<file path="config.mk">
export PLATFORM = sky130hd
export DESIGN_NAME = alu_arbiter
export DESIGN_NICKNAME = d
export VERILOG_FILES = /design/src/rtl/alu_arbiter.sv
export SDC_FILE = /design/constraint.sdc
export NUM_CORES = 1
export LEC_CHECK = 0
export ABC_AREA = 1
export BUFFER_PORTS_ARGS = -buffer_cell sky130_fd_sc_hd__buf_2
export CAP_MARGIN = 20
export CORE_AREA = 4 4 109 111
export DETAILED_ROUTE_END_ITERATION = 16
export DIE_AREA = 0 0 113 115
export PLACE_DENSITY = 0.8
export SETUP_SLACK_MARGIN = 0.3
export SLEW_MARGIN = 15
export SYNTH_ARGS = -nofsm -noshare
export SYNTH_HDL_FRONTEND = slang
export SYNTH_SLANG_ARGS = --single-unit
</file>
<file path="constraint.sdc">
create_clock -name clk -period 2.25 [get_ports clk]
set_input_delay 0.1125 -clock clk [delete_from_list [all_inputs] [get_ports clk]]
set_output_delay 0.1125 -clock clk [all_outputs]
set_load 0.005 [all_outputs]
</file>
<file path="src/rtl/alu_arbiter.sv">
// alu_arbiter
//
// Shares one ALU (alu_control + ALU datapath) between two requesters, for
// example the execute stage (req0) and the branch/address unit (req1).
// Only one operation is in flight at a time: IDLE -> EXEC -> RESP -> IDLE.
//
// Ports
//   clk, rst                       clock; synchronous active-high reset
//   reqN_valid / reqN_ready        request handshake for requester N (0, 1);
//                                  ready is combinational, high only in IDLE
//                                  and only for the requester being granted
//   reqN_aluop/funct3/funct7_5     ALU control fields of the request
//   reqN_a / reqN_b                operands of the request
//   alu_aluop/funct3/funct7_5      registered control fields to alu_control
//   alu_a / alu_b                  registered operands to the ALU
//   alu_result / alu_zero          combinational ALU outputs, sampled in EXEC
//   rsp_valid / rsp_ready          response handshake
//   rsp_id                         requester that owns the response
//   rsp_result / rsp_zero          captured ALU result and zero flag
//
// An accept in cycle T gives rsp_valid from T+2. Peak rate is one operation
// every three cycles.

module alu_arbiter #(
  parameter int unsigned XLEN = 32
) (
  input  logic            clk,
  input  logic            rst,

  input  logic            req0_valid,
  output logic            req0_ready,
  input  logic [1:0]      req0_aluop,
  input  logic [2:0]      req0_funct3,
  input  logic            req0_funct7_5,
  input  logic [XLEN-1:0] req0_a,
  input  logic [XLEN-1:0] req0_b,

  input  logic            req1_valid,
  output logic            req1_ready,
  input  logic [1:0]      req1_aluop,
  input  logic [2:0]      req1_funct3,
  input  logic            req1_funct7_5,
  input  logic [XLEN-1:0] req1_a,
  input  logic [XLEN-1:0] req1_b,

  output logic [1:0]      alu_aluop,
  output logic [2:0]      alu_funct3,
  output logic            alu_funct7_5,
  output logic [XLEN-1:0] alu_a,
  output logic [XLEN-1:0] alu_b,
  input  logic [XLEN-1:0] alu_result,
  input  logic            alu_zero,

  output logic            rsp_valid,
  input  logic            rsp_ready,
  output logic            rsp_id,
  output logic [XLEN-1:0] rsp_result,
  output logic            rsp_zero
);

  typedef enum logic [1:0] {
    StIdle = 2'd0,
    StExec = 2'd1,
    StResp = 2'd2
  } state_e;

  state_e          state_q, state_d;
  logic            last_grant_q, last_grant_d;
  logic            id_q, id_d;
  logic [1:0]      aluop_q, aluop_d;
  logic [2:0]      funct3_q, funct3_d;
  logic            funct7_5_q, funct7_5_d;
  logic [XLEN-1:0] a_q, a_d;
  logic [XLEN-1:0] b_q, b_d;
  logic [XLEN-1:0] rsp_result_q, rsp_result_d;
  logic            rsp_zero_q, rsp_zero_d;

  logic            accept;
  logic            sel1;

  // Round-robin pick: req1 wins when alone, or on a tie when req0 went last.
  always_comb begin
    sel1 = req1_valid && (!req0_valid || (last_grant_q == 1'b0));
  end

  // Ready is gated by rst so nothing looks accepted while reset is applied.
  always_comb begin
    accept     = (state_q == StIdle) && !rst && (req0_valid || req1_valid);
    req0_ready = accept && !sel1;
    req1_ready = accept && sel1;
  end

  always_comb begin
    state_d      = state_q;
    last_grant_d = last_grant_q;
    id_d         = id_q;
    aluop_d      = aluop_q;
    funct3_d     = funct3_q;
    funct7_5_d   = funct7_5_q;
    a_d          = a_q;
    b_d          = b_q;
    rsp_result_d = rsp_result_q;
    rsp_zero_d   = rsp_zero_q;

    unique case (state_q)
      StIdle: begin
        if (accept) begin
          last_grant_d = sel1;
          id_d         = sel1;
          if (sel1) begin
            aluop_d    = req1_aluop;
            funct3_d   = req1_funct3;
            funct7_5_d = req1_funct7_5;
            a_d        = req1_a;
            b_d        = req1_b;
          end else begin
            aluop_d    = req0_aluop;
            funct3_d   = req0_funct3;
            funct7_5_d = req0_funct7_5;
            a_d        = req0_a;
            b_d        = req0_b;
          end
          state_d = StExec;
        end
      end
      StExec: begin
        // ALU inputs have been stable from registers for the whole cycle.
        rsp_result_d = alu_result;
        rsp_zero_d   = alu_zero;
        state_d      = StResp;
      end
      StResp: begin
        if (rsp_ready) begin
          state_d = StIdle;
        end
      end
      default: begin
        state_d = StIdle;
      end
    endcase
  end

  always_ff @(posedge clk) begin
    if (rst) begin
      state_q      <= StIdle;
      last_grant_q <= 1'b1;  // req0 wins the first tie
      id_q         <= 1'b0;
      aluop_q      <= '0;
      funct3_q     <= '0;
      funct7_5_q   <= 1'b0;
      a_q          <= '0;
      b_q          <= '0;
      rsp_result_q <= '0;
      rsp_zero_q   <= 1'b0;
    end else begin
      state_q      <= state_d;
      last_grant_q <= last_grant_d;
      id_q         <= id_d;
      aluop_q      <= aluop_d;
      funct3_q     <= funct3_d;
      funct7_5_q   <= funct7_5_d;
      a_q          <= a_d;
      b_q          <= b_d;
      rsp_result_q <= rsp_result_d;
      rsp_zero_q   <= rsp_zero_d;
    end
  end

  always_comb begin
    alu_aluop    = aluop_q;
    alu_funct3   = funct3_q;
    alu_funct7_5 = funct7_5_q;
    alu_a        = a_q;
    alu_b        = b_q;
    rsp_valid    = (state_q == StResp);
    rsp_id       = id_q;
    rsp_result   = rsp_result_q;
    rsp_zero     = rsp_zero_q;
  end

endmodule
</file>
==> key figures <==
Run status
  • Outcome: finished clean

Setup path
  • Kind of end point of the critical path: output pin
  • Crit Path Class: reg2out
  • Critical-path maximum fanout: 32
  • Crit path DAT: 1.69 ns
  • Crit path largest cell delay: 0.32 ns
  • CP dominant cell by count: inv_1
  • Data required, critical path: 2.14 ns
  • Slowest cell on the critical path: dfxtp_1
  • Crit-path cells: inv_1 > nand2_2 > nor2_8 > buf_6 > nand2_1 > inv_1 > buf_2
  • CP startpoint kind: register

Routing
  • Via/cell ratio: 4.96
  • Pre-Repair DR Iteration Count: 6
  • Via count: 5,586
  • DR iter-0 viols: 477
  • Routed WL: 16.5 mm
  • Final antenna-violating net count: 0
  • DR DRC count: 0
  • Drt wl/cell: 14.7 microns

Power
  • Final Power: 4.37 mW
  • PD cells: 657 mW/mm^2
  • Clock power share: 0.295
  • Reg power frac: 0.485
  • Comb pwr share: 0.220
  • Leak Pwr: 3.52 nW
  • Worst-case vdd ir drop: 0.402 mV
  • Pint: 3.11 mW
  • NetSw: 1.26 mW
  • Net Sw Frac: 0.288

Logic synthesis
  • Register area share after synthesis: 0.451
  • Netlist cell types: 17
  • Warnings from Yosys: 0
  • Synth Cell Area: 0.00475 sq mm
  • Synth Instances: 704
  • Synthesized area per cell: 6.75 sq um
  • Mapped Nets: 882
  • Register bit total from synthesis: 107

Die
  • Initial Utilization: 0.440
  • Core area: 0.0108 sq mm
  • Ports: 285
  • Die width: 113 microns
  • Die Y: 115 microns
  • DIE AREA: 0.0130 sq mm
  • # rows: 38

Timing
  • RSZ-0062 raised after global routing: yes
  • Hold_ws: 0.0106 ns
  • Total negative slack: 0 ns
  • Final Max Tran Viols: 0
  • Final Critical Period: 1.80 ns
  • Hold Fails Final Rpt: 0
  • Maximum clock frequency: 0.555 GHz
  • Post-Route Skew: 0.0196 ns
  • Crit share post-route: 0.801
  • Final setup viols: 0
  • Max-Slew Margin vs Limit: 0.407
  • Worst slew pin tran: 0.889 ns

Finish
  • FILL cells: 1,001
  • Finished Layout Cells: 1,127
  • Share of cells above drive strength 1: 0.321
  • Nets: 1,161
  • Final core utilization: 0.616
  • Area grow syn2layout: 40.0%
  • Leading cell types in the layout, fill and taps excluded: nand2_1 (284), buf_2 (284), dfxtp_1 (107), nand3_1 (71), a21oi_1 (71)
  • N_diodes: 0

Global routing
  • Largest net degree at the start of global routing: 72
  • Vias in the first global route: 5,324
  • Grt ovf: 0
  • First-pass GRT wire length: 26.1 mm
  • GRT Resource Usage Total: 0.245
  • Initial antenna violation count: 0
  • GR Layer Usage met3: 0.0689
  • Met1 Usage GRT: 0.302
  • Grt peak-use layer: met2
  • GR Layer Usage met2: 0.420

Placement
  • Inst Count DP: 1,082
  • Port bufs: 284
  • Placer Congestion: 0.832
  • Dpl hpwl: 10.8 mm

CTS
  • CTS tree: built
  • H-tree depth: 3
  • CTS max path bufs: 2
  • Clock Pin Slew Worst Setup and Hold Paths: 0.10 ns
  • Num CTS Buffers: 9
  • Setup Fix Bufs, Post-CTS: 0
  • Root buffer cell: clkbuf_8
  • Sink Count: 107
  • Skew-Pair Late Insertion Delay: 0.36 ns

Job
  • Max Cap Violations: 0

Min path
  • HP Class: in2reg
## area by class of cell
type / instances / area, sq um / share of cell area
timing repair buffer: 320 / 1780 / 0.268
tap: 140 / 175 / 0.0263
sequential: 107 / 2140 / 0.322
clock buffer: 11 / 141 / 0.0213
inverter: 8 / 30.0 / 0.00451
multi-input combinational: 537 / 2310 / 0.347
clock inverter: 4 / 75.1 / 0.0113
## flip-flops by register name, summed over array words and instances, names as in the netlist
name / flops
last_grant_q: 1
state_q: 2
rsp_result: 32
alu_funct3: 3
alu_a: 32
alu_funct7_5: 1
alu_aluop: 2
alu_b: 32
rsp_id: 1
rsp_zero: 1
## synth_stat cells
| master | n | area share |
|---|---|---|
| inv_1 | 5 | 0.0039 |
| buf_6 | 9 | 0.021 |
| o21ai_0 | 22 | 0.023 |
| clkbuf_1 | 24 | 0.019 |
| inv_2 | 3 | 0.0024 |
| o21ai_1 | 12 | 0.013 |
| nor2_1 | 68 | 0.054 |
| nand3_1 | 71 | 0.075 |
| a21oi_1 | 71 | 0.075 |
| dfxtp_1 | 107 | 0.45 |
| nand2_1 | 284 | 0.22 |
| nand3_4 | 1 | 0.0037 |
| buf_2 | 17 | 0.018 |
| nand2_2 | 3 | 0.0039 |
| buf_1 | 3 | 0.0024 |
| nor2_8 | 1 | 0.0042 |
| nor2_4 | 3 | 0.0071 |
## through the flow
step | area [sq um] | worst slack [ns]
2_1_floorplan | 4750 | 1.13
3_3_place_gp | 6130 | 0.259
3_5_place_dp | 6130 | 0.311
4_1_cts | 6640 | 0.310
5_1_grt | 6650 | 0.293
6_report | 6650 | 0.448
## path summary, 6_finish.rpt
kind	startpoint	end	slack (ns)	depth (start not counted)
setup reg to reg	state_q[0]$_SDFFE_PP0P_	alu_a[19]$_SDFFE_PP0P_	0.52	4
setup / recovery	state_q[0]$_SDFFE_PP0P_	req1_ready	0.45	7
hold / removal	alu_result[6]	rsp_result[6]$_SDFFE_PP0N_	0.01	3
hold reg to reg	alu_a[5]$_SDFFE_PP0P_	alu_a[5]$_SDFFE_PP0P_	0.47	2
## layer usage
metal / vias up / part of all wire
met5: - / 0
met3: 27 / 0.10
li1: 2801 / -
met4: 0 / 0.019
met2: 264 / 0.48
met1: 2494 / 0.40
## power by group through the flow
stage / clock network, mW / registers [mW] / logic [mW]
final: 1.29 / 2.12 / 0.962
after global routing: 1.39 / 2.14 / 1.08
after CTS: 1.30 / 2.11 / 0.958
after detailed placement: 0 / 2.15 / 0.908
after global placement: 0 / 2.15 / 0.895
after floorplan: 0 / 2.17 / 0.503
## worst max-delay path: cells and delay by family, from the launching register on
kind                   cells  cell delay, ns
flip-flops                 1            0.32
buffers and inverters      4            0.66
AND/OR/NAND/NOR            3            0.36
## what timing repair did
item	4_1_cts	5_1_grt
gates cloned	1	0
gates resized for setup	0	2
hold buffers	29	0
pin swaps	1	0
setup endpoints to repair	1	3
hold endpoints to repair	29	0
## logic make-up after synthesis
group	after synthesis	synth area share
flops	107	0.451
buf+inv	61	0.0669
simple gates	431	0.372
compound gates	105	0.111
Note: power is estimated with default switching activity, not from simulation.
